==> config.mk <==
export PLATFORM = sky130hd
export DESIGN_NAME = mc_sequencer
export DESIGN_NICKNAME = d
export VERILOG_FILES = /design/src/rtl/mc_sequencer.sv
export SDC_FILE = /design/constraint.sdc
export NUM_CORES = 1
export LEC_CHECK = 0
export BUFFER_PORTS_ARGS = -buffer_cell sky130_fd_sc_hd__buf_4
export CELL_PAD_IN_SITES_DETAIL_PLACEMENT = 0
export CELL_PAD_IN_SITES_GLOBAL_PLACEMENT = 2
export CORE_ASPECT_RATIO = 0.8
export CORE_MARGIN = 3
export CORE_UTILIZATION = 30
export CTS_CLUSTER_SIZE = 10
export DETAILED_ROUTE_END_ITERATION = 6
export PLACE_DENSITY = 0.79
export SETUP_SLACK_MARGIN = 0.1
export SLEW_MARGIN = 20
export SYNTH_ARGS = -nofsm -noshare
export SYNTH_HDL_FRONTEND = slang
export SYNTH_SLANG_ARGS = --single-unit
==> constraint.sdc <==
create_clock -name clk -period 2.3 [get_ports clk]
set_input_delay 0.46 -clock clk [delete_from_list [all_inputs] [get_ports clk]]
set_output_delay 0.46 -clock clk [all_outputs]
set_load 0.02 [all_outputs]
==> src/rtl/mc_sequencer.sv <==
// Multicycle control sequencer for the RV32I core: drives datapath enables/selects and memory handshakes.
// Latency: FETCH-to-FETCH 3 (LUI), 4 (ALU/branch/jump/AUIPC/STORE), 5 (LOAD) cycles plus one per wait cycle.
// Backpressure: FETCH and MEM hold until imem_ack/dmem_ack; a bounded wait ends in a sticky FAULT.
module mc_sequencer #(
    parameter logic [31:0] RESET_PC    = 32'h00001000,
    parameter int          MEM_TIMEOUT = 15,
    parameter int          CNT_W       = 32
) (
    input  logic             clk,
    input  logic             reset,
    input  logic [6:0]       opcode,
    input  logic             branch_taken,
    input  logic             imem_ack,
    input  logic             dmem_ack,
    output logic             imem_req,
    output logic             dmem_req,
    output logic             dmem_wren,
    output logic             ir_write,
    output logic             pc_write,
    output logic             reg_write,
    output logic             pc_src,
    output logic [1:0]       alu_src_a,
    output logic [1:0]       alu_src_b,
    output logic [1:0]       writeback_src,
    output logic [31:0]      reset_pc,
    output logic [2:0]       state,
    output logic             fault,
    output logic [1:0]       fault_cause,
    output logic [CNT_W-1:0] instret
);

    localparam logic [2:0] S_FETCH  = 3'd0;
    localparam logic [2:0] S_DECODE = 3'd1;
    localparam logic [2:0] S_EXEC   = 3'd2;
    localparam logic [2:0] S_MEM    = 3'd3;
    localparam logic [2:0] S_WB     = 3'd4;
    localparam logic [2:0] S_FAULT  = 3'd7;

    localparam logic [6:0] OP_R      = 7'b0110011;
    localparam logic [6:0] OP_I      = 7'b0010011;
    localparam logic [6:0] OP_LOAD   = 7'b0000011;
    localparam logic [6:0] OP_STORE  = 7'b0100011;
    localparam logic [6:0] OP_BRANCH = 7'b1100011;
    localparam logic [6:0] OP_JAL    = 7'b1101111;
    localparam logic [6:0] OP_JALR   = 7'b1100111;
    localparam logic [6:0] OP_LUI    = 7'b0110111;
    localparam logic [6:0] OP_AUIPC  = 7'b0010111;

    // Counter only needs to reach MEM_TIMEOUT; it saturates there so it never wraps.
    localparam int                WAIT_W   = (MEM_TIMEOUT > 1) ? $clog2(MEM_TIMEOUT + 1) : 1;
    localparam logic [WAIT_W-1:0] WAIT_MAX = WAIT_W'(MEM_TIMEOUT);

    logic [2:0]        state_q, state_nxt;
    logic [1:0]        cause_q, cause_nxt;
    logic [WAIT_W-1:0] wait_cnt;
    logic [CNT_W-1:0]  instret_q;
    logic              timeout_hit;
    logic              op_legal;
    logic [3:0]        alu_sel;

    assign timeout_hit = (MEM_TIMEOUT != 0) && (wait_cnt == WAIT_MAX);

    // Legal-opcode decode for the DECODE-state fault check.
    always_comb begin
        op_legal = 1'b0;
        case (opcode)
            OP_R, OP_I, OP_LOAD, OP_STORE, OP_BRANCH,
            OP_JAL, OP_JALR, OP_LUI, OP_AUIPC: op_legal = 1'b1;
            default:                           op_legal = 1'b0;
        endcase
    end

    // ALU operand selects per opcode, {alu_src_a, alu_src_b}; kept valid through MEM/WB so ALU result stays stable.
    always_comb begin
        alu_sel = 4'b0000;
        case (opcode)
            OP_R, OP_BRANCH:                 alu_sel = 4'b01_00;
            OP_I, OP_LOAD, OP_STORE, OP_JALR: alu_sel = 4'b01_10;
            OP_JAL, OP_AUIPC:                alu_sel = 4'b00_10;
            default:                         alu_sel = 4'b0000;
        endcase
    end

    // Next-state and fault-cause selection; an ack always beats a same-cycle timeout.
    always_comb begin
        state_nxt = state_q;
        cause_nxt = cause_q;
        case (state_q)
            S_FETCH: begin
                if (imem_ack) begin
                    state_nxt = S_DECODE;
                end else if (timeout_hit) begin
                    state_nxt = S_FAULT;
                    cause_nxt = 2'b10;
                end
            end
            S_DECODE: begin
                if (!op_legal) begin
                    state_nxt = S_FAULT;
                    cause_nxt = 2'b01;
                end else if (opcode == OP_LUI) begin
                    state_nxt = S_WB;
                end else begin
                    state_nxt = S_EXEC;
                end
            end
            S_EXEC:  state_nxt = (opcode == OP_LOAD || opcode == OP_STORE) ? S_MEM : S_WB;
            S_MEM: begin
                if (dmem_ack) begin
                    state_nxt = (opcode == OP_STORE) ? S_FETCH : S_WB;
                end else if (timeout_hit) begin
                    state_nxt = S_FAULT;
                    cause_nxt = 2'b11;
                end
            end
            S_WB:    state_nxt = S_FETCH;
            S_FAULT: state_nxt = S_FAULT;
            default: state_nxt = S_FETCH;
        endcase
    end

    // State, cause, wait counter and retired-instruction count.
    always_ff @(posedge clk or negedge reset) begin
        if (!reset) begin
            state_q   <= S_FETCH;
            cause_q   <= 2'b00;
            wait_cnt  <= '0;
            instret_q <= '0;
        end else begin
            state_q <= state_nxt;
            cause_q <= cause_nxt;
            if (state_nxt != state_q) begin
                wait_cnt <= '0;
            end else if ((state_q == S_FETCH || state_q == S_MEM) && wait_cnt != WAIT_MAX) begin
                wait_cnt <= wait_cnt + 1'b1;
            end
            if (pc_write) begin
                instret_q <= instret_q + 1'b1;
            end
        end
    end

    // Control outputs decoded from state and opcode; everything is held low while reset is asserted.
    always_comb begin
        imem_req      = 1'b0;
        dmem_req      = 1'b0;
        dmem_wren     = 1'b0;
        ir_write      = 1'b0;
        pc_write      = 1'b0;
        reg_write     = 1'b0;
        pc_src        = 1'b0;
        alu_src_a     = 2'b00;
        alu_src_b     = 2'b00;
        writeback_src = 2'b00;
        if (reset) begin
            case (state_q)
                S_FETCH: begin
                    imem_req = 1'b1;
                    ir_write = imem_ack;
                end
                S_EXEC: begin
                    {alu_src_a, alu_src_b} = alu_sel;
                end
                S_MEM: begin
                    {alu_src_a, alu_src_b} = alu_sel;
                    dmem_req  = 1'b1;
                    dmem_wren = (opcode == OP_STORE);
                    pc_write  = (opcode == OP_STORE) && dmem_ack;
                end
                S_WB: begin
                    {alu_src_a, alu_src_b} = alu_sel;
                    pc_write = 1'b1;
                    case (opcode)
                        OP_LOAD: begin
                            reg_write     = 1'b1;
                            writeback_src = 2'b01;
                        end
                        OP_LUI: begin
                            reg_write     = 1'b1;
                            writeback_src = 2'b10;
                        end
                        OP_JAL, OP_JALR: begin
                            reg_write     = 1'b1;
                            writeback_src = 2'b11;
                            pc_src        = 1'b1;
                        end
                        OP_BRANCH: begin
                            pc_src = branch_taken;
                        end
                        default: begin
                            reg_write = 1'b1;
                        end
                    endcase
                end
                default: ;
            endcase
        end
    end

    assign reset_pc    = RESET_PC;
    assign state       = state_q;
    assign fault       = (state_q == S_FAULT);
    assign fault_cause = cause_q;
    assign instret     = instret_q;

endmodule

### Yosys cells after proc, flatten, opt, wreduce, memory -nomap -nowiden

Index checks and enable logic that the tools add are counted.
Widths: inputs -> output; s select.

* add/subtract/negate cells: 2
* eq/ne operators: 22
* multiplexer cells: 41
* reductions and logical operators: 14

Operator list (count)
* $add 32x1->32 const B: 1
* $mux 2: 11
* $eq 7x6->1 const B: 3
* $eq 7x7->1 const B: 3
* $mux 3: 7
* $mux 1: 15
* $pmux 3 s5: 1
* $eq 7x5->1 const B: 2
* $pmux 2 s3: 2
* $ne 2x2->1 const B: 5
* $pmux 3 s3: 1
* $reduce_or 9->1: 1
* $mux 4: 2
* $eq 7x2->1 const B: 1
* $eq 3x2->1 const B: 2
* $eq 3x3->1 const B: 2
* $reduce_and 6->1: 1
* $reduce_or 2->1: 3
* $add 4x1->4 const B: 1
* $eq 4x4->1 const B: 1
* $ne 4x4->1 const B: 1
* $pmux 1 s2: 2
* $reduce_or 4->1: 1
* $eq 3x1->1 const B: 1
* 7 further kinds: 9

* register bits after elaboration: 41
* bits of input ports: 12
* output and inout bits: 83
* word-level logic and storage cells: 83

### Logic depth before layout (Yosys ltp)

Gate-level depths: netlist of the first run.

* depth in word-level cells: 7
* mapped depth: 7
* mapped depth without buffers: 6

### Worst setup path after synthesis of the first run

No wires, ideal clock.

* path kind: reg-to-output
* start point: register state_q[1], in the netlist state[1]
* end point: output port alu_src_a[0]
* data arrival time: 1.651 ns
* data required time: 1.840 ns
* path slack: 0.189 ns
* cell stages (with the launch flop): 6
* path buffers: 2
* cells stage by stage: dfrtp_1 buf_6 clkbuf_1 mux2i_1 nand2_1 nor3_1

* word-level cells in the longest chain between the ends: 4
* elaborated cells on any way between the ends: 6
* those cells by class: 3 x eq/ne; 2 x mux; 1 x reduce/logical

RTL lines
* start, declared: RTL line 53 `logic [2:0] state_q, state_nxt;`
* start signal, assigned: RTL line 130 `state_q <= state_nxt;`
* $eq 3x2->1 / $eq 3x3->1 (equally long branches): RTL line 156 `case (state_q)`
* $reduce_or 3->1 (no line) *
* $mux 2 *: RTL line 156
* $mux 2 *: RTL line 155 `if (reset) begin`
* end, declared: RTL line 22 `output logic [1:0] alu_src_a,`

Mark *: on every way between the ends. The rest lies on a longest branch, timed or not.

### Worst setup path in the final report of the first run

* start point: input port opcode[6]
* end point: output port alu_src_b[1]

* word-level cells in the longest chain between the ends: 5
* elaborated cells on any way between the ends: 14
* those cells by class: 8 x eq/ne; 3 x mux; 3 x reduce/logical

RTL lines
* start, declared: RTL line 11 `input logic [6:0] opcode,`
* $eq 7x2->1, or another cell as far along: RTL line 76 `case (opcode)`
* $reduce_or 4->1 / $reduce_or 2->1 (equally long branches): RTL line 76
* $pmux 3 s3 *: RTL line 76
* $mux 2 *: RTL line 156
* $mux 2 *: RTL line 155
* end, declared: RTL line 23 `output logic [1:0] alu_src_b,`

Marked as above.

==> results of run 1 <==
==> where the power goes <==
group	switching (mW)	total (mW)	internal (mW)
Sequential	0.108	0.905	0.796
Combinational	0.557	0.925	0.367
Clock	0.269	0.728	0.459
Total	0.935	2.56	1.62
==> cells in the mapped netlist, types with 4 or more instances <==
library cell   n  area, um^2
xor2_1        23         201
nor4_2         4        50.1
nand2_1       24        90.1
nor2_1        19        71.3
a21oi_1        7        35.0
buf_6          4        45.0
inv_1         13        48.8
and2_1         4        25.0
nor3_2         4        40.0
and3_1         8        50.1
dfrtp_1       41        1030
nand3_1       13        65.1
buf_4         35         263
nor3_1        11        55.1
nor4_1         6        37.5
xnor2_1       11        96.3
nand2b_1       5        31.3
==> path summary, 6_finish.rpt <==
check / from / endpoint / slack (ps)
max: opcode[6] / alu_src_b[1] / 170
min: reset / instret[12] / 150
max reg2reg: state[1] / wait_cnt[2] / 280
min reg2reg: instret[31] / instret[31] / 490
max in group asynchronous: reset / state[2] / 1520
min in group clk: instret[31] / instret[31] / 490
==> final cells by class <==
class	instances	share of cell area, %
multi-input cells	227	44.3
clock inverters	1	0.147
well taps	112	4.11
inverters	13	1.43
flip-flops and latches	41	30.1
clock buffers	7	4.48
repair buffers	70	15.4
==> metrics by stage <==
step | setup WS, ps | utilization, %
4_1_cts | 140 | 38.8
2_1_floorplan | 189 | -
3_3_place_gp | 111 | 37.0
6_report | 174 | 39.0
3_5_place_dp | 139 | 37.0
5_1_grt | 55.3 | 39.0
==> cell usage in the layout, fill, tap and decap left out, types with 3 or more instances in the layout <==
cell type and instances:
buf_4 70, nor4_1 6, a21oi_1 7, clkbuf_16 5, conb_1 34, and2_1 4, o22ai_1 3, xnor2_1 11
nor4_2 4, inv_1 13, nand2b_1 5, nand4_1 3, o21ai_0 3, nor3_2 4, nand2_1 23, nor4b_1 3
dfrtp_1 40, xor2_1 23, nor3_1 11, nand3_1 13, and3_1 8, nor2_1 18
==> routing by layer <==
layer | up-vias | wire length, um | global-route usage, %
li1 | 1082 | - | -
met1 | 1031 | 3330 | 18.4
met2 | 66 | 2740 | 17.5
met3 | 6 | 330 | 2.64
met4 | 0 | 64 | 2.90
met5 | - | 0 | 0
==> worst max-delay path, stage by stage <==
cell	delay, ps
buf_4	140
nand4bb_4	220
or3_4	340
a221oi_2	210
nor2_1	60
nor2_1	80
buf_4	150
==> state kept, by name (all words and copies together) (netlist names) <==
| register | cells |
|---|---|
| fault_cause | 2 |
| instret | 32 |
| state | 3 |
| wait_cnt | 4 |
==> logic make-up (layout without fill, tap and decap cells) <==
group | count (synthesis) | in the layout | share of synthesized area (%)
multiplexers | 3 | 3 | 1.13
AO/OA/AOI/OAI | 31 | 31 | 7.94
XOR/XNOR | 34 | 34 | 10.7
other | 2 | 34 | 0.271
buffers and inverters | 56 | 91 | 13.4
flip-flops | 41 | 41 | 37.0
adder cells (fa/ha/maj) | 2 | 2 | 0.902
AND/OR/NAND/NOR | 123 | 123 | 28.6
==> what timing repair did <==
item,CTS,global route
hold endpoints to repair,0,0
endpoints found under the setup margin,0,4
gates resized for setup,0,5
hold buffers,0,0
==> flow_metrics.tcl, run 1 <==
set metrics [dict create \
    outcome "finished clean" \
    fin_area_um2 3410 \
    cts-htree-levels 2 \
    postCtsSetupBuffers 0 \
    synth_flop_cell "dfrtp_1" \
    syn_area_um2 2770 \
    final_hold_viol_count 0 \
    rsz0062_at_grt "yes" \
    chipWidth_um 113 \
    drt-pass1-iter-count 4 \
    power_leakage_nw 1.70 \
    cts_buffers 5 \
    diodes 0 \
    dpl_cell_area_um2 3230 \
    first_global_vias 2102 \
    arrival_ps 1670 \
    row_count 30 \
    gr-usage-all-layers_pct 12.2 \
    dp.cells 463 \
    synthCells 292 \
    gp_congestion 0.777 \
    fmax_ghz 0.470 \
    synth_cell_types 57 \
    power.density_nw_per_um2 750 \
    seqCellArea_um2 1030 \
    synth.avg_cell_area_um2 9.50 \
    path_clk_slew_ps 60 \
    rr_worst_depth 6 \
    initial_core_util_pct 31.7 \
    drt_wl_total_um 6470 \
    area_growth_pct 23.0 \
    clk_latency_ps 280 \
    core_um2 8750 \
    finalSetupViolCount 0 \
    ys_seq_area_share_pct 37.0 \
    ios 95 \
    wire_per_inst_um 13.7 \
    vdd_drop_max_v 0.000400 \
    drc 0 \
    grt-ovfl-total 0 \
    vias 2185 \
    end_kind "primary output" \
    synth-seq-cells 41 \
    multi_input_area_um2 1510 \
    synthArstFlopShare_pct 100 \
    viasPerCell 4.64 \
    period_share_pct 92.4 \
    final_nets 372 \
    fillerInstances 908 \
    critPathKind "primary input to primary output" \
    grt_max_degree 27 \
    whs_ps 150 \
    fin_crit_ps 2130 \
    start_kind "primary input" \
    portBuffers 60 \
    synth_warnings 0 \
    critPathMaxFanout 6 \
    clk_path_buf_depth 2 \
    final_antenna_net_count 0 \
    hpwl_um 4870 \
    maxCapViolations 0 \
    antenna_found_initial 0 \
    finalNonFillerCells 471 \
    die_area_um2 10400 \
    hold_class "primary input to asynchronous set/reset pin" \
    cp.required_ps 1840 \
    synth_edf_count 0 \
    fin_tns_setup_ps 0 \
    cts_sinks 41 \
    total_power_mw 2.56 \
    initialDrtViolationCount 112 \
    fin_skew_ps 8.01 \
    cts-root-buf "clkbuf_16" \
    slew_violations 0 \
    die_h_um 92.0 \
    cts_tree "yes" \
    grt_pass1_wl_um 10600 \
    drive_gt1_share_pct 29.2 \
]
(Power assumes the default switching activity.)
==> inputs of run 2 (changes only) <==
Settings changed: GPL_TIMING_DRIVEN set to 0, HOLD_SLACK_MARGIN set to 0.02.
==> flow_metrics.tcl, run 2 (synthesis gave the netlist of run 1 again) <==
set metrics [dict create \
    final_hold_viol_count 0 \
    gr-usage-all-layers_pct 12.8 \
    place_ws_ps -131 \
    maxCapViolations 0 \
    hold_class "primary input to asynchronous set/reset pin" \
    drc 0 \
    timing.rr.start "state[1]" \
    critPathMaxFanout 2 \
    regToRegEndpoint "wait_cnt[1]" \
    wl_met1_um 3230 \
    final_nets 406 \
    end_kind "primary output" \
    fin_tns_setup_ps 0 \
    portBuffers 59 \
    path_clk_slew_ps 60 \
    r2r_slack_ps 290 \
    hpwl_um 5000 \
    initial_core_util_pct 31.7 \
    antenna_found_initial 0 \
    cp.required_ps 1840 \
    diodes 0 \
    initialDrtViolationCount 72 \
    grt_max_degree 46 \
    met2WireLength_um 2830 \
    dr_wl_met3_um 366 \
    power.density_nw_per_um2 721 \
    fmax_ghz 0.467 \
    fin_crit_ps 2140 \
    dpl_cell_area_um2 3480 \
    slew_violations 0 \
    critPathKind "primary input to primary output" \
    cts_sinks 41 \
    first_global_vias 2163 \
    vdd_drop_max_v 0.000562 \
    final_antenna_net_count 0 \
    die_h_um 92.0 \
    setup_ws_ps 159 \
    outcome "finished clean" \
    critical_path.startpoint "opcode[6]" \
    cts-root-buf "clkbuf_16" \
    gp_congestion 0.761 \
    drt_wl_total_um 6480 \
    crit_path_frequent_cell "nor2_1" \
    area_growth_pct 33.9 \
    fin_area_um2 3710 \
    core_um2 8750 \
    cts-htree-levels 2 \
    power_leakage_nw 1.90 \
    crit_path_end "alu_src_b[1]" \
    cts_tree "yes" \
    die_area_um2 10400 \
    top_layer_used "met4" \
    wire_per_inst_um 12.8 \
    rr_worst_depth 6 \
    largest_register_ffs 32 \
    rsz0062_at_grt "yes" \
    start_kind "primary input" \
    clk_path_buf_depth 2 \
    grt_pass1_wl_um 11000 \
    final_cell_mix "buf_4, dfrtp_1, conb_1" \
    cp_cell_sequence "buf_8 > nand4bb_4 > or3_4 > a221oi_2 > nor2_1 > nor2_1 > buf_4" \
    chipWidth_um 113 \
    drt-pass1-iter-count 4 \
    vias 2249 \
    clk_latency_ps 280 \
    cts_buffers 5 \
    period_share_pct 93.1 \
    ios 95 \
    fin_skew_ps 5.55 \
    arrival_ps 1680 \
    crit_slowest_cell "or3_4" \
    drive_gt1_share_pct 35.1 \
    grt-ovfl-total 0 \
    finalSetupViolCount 0 \
    viasPerCell 4.45 \
    layout_commonest_cell "buf_4" \
    row_count 30 \
    max_stage_delay_ps 340 \
]
==> run 2: stage by stage <==
step                hold WS [ps]  std cells  power (mW)  utilization (%)
floorplan                    164        324        1.55                -
global placement             485        495        1.86             39.7
detailed placement           482        495        1.85             39.7
CTS                         78.5        503        2.69             42.0
global route                89.3        505        2.85             42.4
finish                      66.4        505        2.68             42.4
==> run 2: final cells by class <==
type                    count  area [um^2]
repair buffers             62          480
clock buffers               7          143
well taps                 112          140
inverters                  13         48.8
fillers                   889         5030
flip-flops and latches     41         1030
plain buffers              42          328
clock inverters             1         30.0
multi-input cells         227         1520
==> run 2: worst min-delay path by stage <==
stage | endpoint | start | slack, ps
floorplan | fault_cause[0] | reset | 160
global placement | instret[21] | instret[21] | 490
detailed placement | instret[21] | instret[21] | 480
CTS | fault_cause[1] | reset | 80
global route | fault_cause[1] | reset | 90
finish | instret[5] | reset | 70
==> run 2: what timing repair did <==
item	in CTS	in global routing
setup endpoints to repair	8	4
gates resized for setup	7	7
pin swaps	2	5
buffers inserted	1	2
hold buffers	0	0
hold endpoints to repair	0	0
==> run 2: critical path: cells and delay by family <==
kind                   cells  cell delay (ps)
and+or+nand+nor            4              740
AOI/OAI and AO/OA          1              230
buffers and inverters      2              240
==> run 2: routing by layer <==
layer	GRT usage [%]	vias to the layer above
met4	3.60	0
met1	19.1	1029
met5	0	-
met2	18.6	62
met3	2.57	5
li1	-	1153
==> run 2: report_power, final <==
part	total [mW]	switching [mW]	leakage [nW]	internal [mW]
Sequential	0.894	0.0986	0.526	0.795
Clock	0.802	0.261	0.0841	0.542
Combinational	0.980	0.572	1.29	0.408
Total	2.68	0.931	1.90	1.75
==> inputs of run 3 (changes only) <==
Settings changed: ABC_AREA set to 1, CORE_UTILIZATION 30 to 28, PLACE_DENSITY 0.79 to 0.78.
==> flow_metrics.tcl, run 3 <==
set metrics [dict create \
    outcome "finished clean" \
    grt_pass1_wl_um 13200 \
    diodes 0 \
    synth.area.top_cells "dfrtp_1, nand2_1, buf_4" \
    fin_skew_ps 7.25 \
    drive_gt1_share_pct 27.9 \
    final_nets 525 \
    fin_area_um2 4020 \
    grt-ovfl-total 0 \
    synth_flop_cell "dfrtp_1" \
    timing.rr.start "instret[0]" \
    antenna_found_initial 0 \
    clk_path_buf_depth 2 \
    power.density_nw_per_um2 920 \
    power_leakage_nw 2.04 \
    clk_latency_ps 290 \
    synth-seq-cells 41 \
    cp.required_ps 1840 \
    row_count 33 \
    critPathMaxFanout 6 \
    place_ws_ps -390 \
    drt-pass1-iter-count 4 \
    slew_headroom_pct 48.3 \
    regToRegEndpoint "instret[16]" \
    setup_ws_ps 195 \
    largest_register_ffs 32 \
    viasPerCell 4.25 \
    end_kind "primary output" \
    portBuffers 60 \
    vdd_drop_max_v 0.000318 \
    initial_core_util_pct 29.1 \
    cts_buffers 5 \
    cts-root-buf "clkbuf_16" \
    grt_max_degree 44 \
    synthArstFlopShare_pct 100 \
    syn_area_um2 3020 \
    dp.cells 640 \
    synth.avg_cell_area_um2 7.40 \
    synth_edf_count 0 \
    finalNonFillerCells 652 \
    drt_wl_total_um 8420 \
    synthCells 408 \
    start_kind "flip-flop" \
    final_antenna_net_count 0 \
    synth_largest_area_cell "dfrtp_1" \
    first_global_vias 2543 \
    cts-htree-levels 2 \
    synthTopCellsByCount "nand2_1, inv_1, dfrtp_1" \
    rsz0062_at_grt "yes" \
    period_share_pct 91.5 \
    gp_congestion 0.810 \
    die_h_um 98.9 \
    hpwl_um 6740 \
    slew_violations 0 \
    initialDrtViolationCount 149 \
    arrival_ps 1640 \
    cts_hold_buffers 0 \
    synth_cell_types 36 \
    ys_seq_area_share_pct 34.0 \
    rr_worst_depth 5 \
    synth_top_area_share_pct 34.0 \
    finalSetupViolCount 0 \
    hold_class "primary input to asynchronous set/reset pin" \
    area_growth_pct 33.1 \
    fin_crit_ps 2100 \
    chipWidth_um 122 \
    gr-usage-all-layers_pct 13.9 \
    wire_per_inst_um 12.9 \
    whs_ps 11.8 \
    cts_tree "yes" \
    maxCapViolations 0 \
    layout_commonest_cell "buf_4" \
    path_clk_slew_ps 60 \
    yosysMostFrequentCell "nand2_1" \
    fmax_ghz 0.475 \
    critPathKind "flip-flop to primary output" \
    dpl_cell_area_um2 3770 \
    core_um2 10400 \
    vias 2774 \
    die_area_um2 12100 \
    r2r_slack_ps 320 \
    final_cell_mix "buf_4, nand2_1, inv_1" \
    synth_warnings 0 \
    cts_sinks 41 \
    ios 95 \
    final_hold_viol_count 0 \
    tightest_slew_ps 768 \
    drc 0 \
]
## run 3: how the worst max path moves through the flow
stage / start / to / slack [ps] / cells after the start
after CTS: state[2] / pc_write / 120 / 7
after global placement: reset / pc_write / -400 / 8
final: state[1] / alu_src_a[0] / 200 / 5
after floorplan: state[0] / alu_src_a[0] / 280 / 4
after global routing: reset / alu_src_a[0] / 90 / 5
after detailed placement: reset / pc_write / -390 / 8
## run 3: repair_timing
action / CTS / global route
buffers inserted: 1 / 4
gates resized for setup: 8 / 6
cloned: 0 / 0
setup endpoints to repair: 4 / 4
## run 3: area by class of cell
class	instances	area, um^2
Clock inverter	3	46.3
Inverter	51	198
Buffer	38	299
Tap cell	140	175
Sequential cell	41	1030
Timing Repair Buffer	65	508
Clock buffer	5	125
Multi-Input combinational cell	309	1640
Fill cell	1139	6340
## run 3: critical path, stage by stage (launching register included)
cell and delay [ps]:
dfrtp_2 470, nor2_4 160, nand3_2 170, o31ai_1 150
a21boi_0 240, buf_4 170
## run 3: per-layer routing
metal  part of all wire, %  up-vias  global-route usage, %
li1                      -     1444                      -
met1                    55     1248                   22.6
met2                    39       78                   19.1
met3                   5.5        4                   2.01
met4                  0.53        0                   2.58
met5                     0        -                      0
## run 3: cell families (layout without fill, tap and decap cells)
kind of cell	Yosys count	count (layout)	synth area share [%]
AND/OR/NAND/NOR	204	204	31.5
flip-flops	41	41	34.0
buffers and inverters	90	162	16.3
AO/OA/AOI/OAI	30	30	5.34
other	2	34	0.249
adder cells (fa/ha/maj)	2	2	0.828
XOR/XNOR	33	33	9.57
multiplexers	6	6	2.20
## run 3: power breakdown
group / switching, mW / internal, mW / total [mW]
Sequential: 0.270 / 0.920 / 1.19
Combinational: 1.04 / 0.653 / 1.69
Clock: 0.305 / 0.514 / 0.819
## run 3: stage by stage
| step | setup TNS (ps) | util (%) | power [mW] |
|---|---|---|---|
| CTS | 0 | 38.2 | 3.70 |
| finish | 0 | 38.8 | 3.70 |
| global placement | -1130 | 36.3 | 2.84 |
| floorplan | 0 | - | 2.23 |
| detailed placement | -978 | 36.3 | 2.85 |
| global route | 0 | 38.8 | 3.97 |
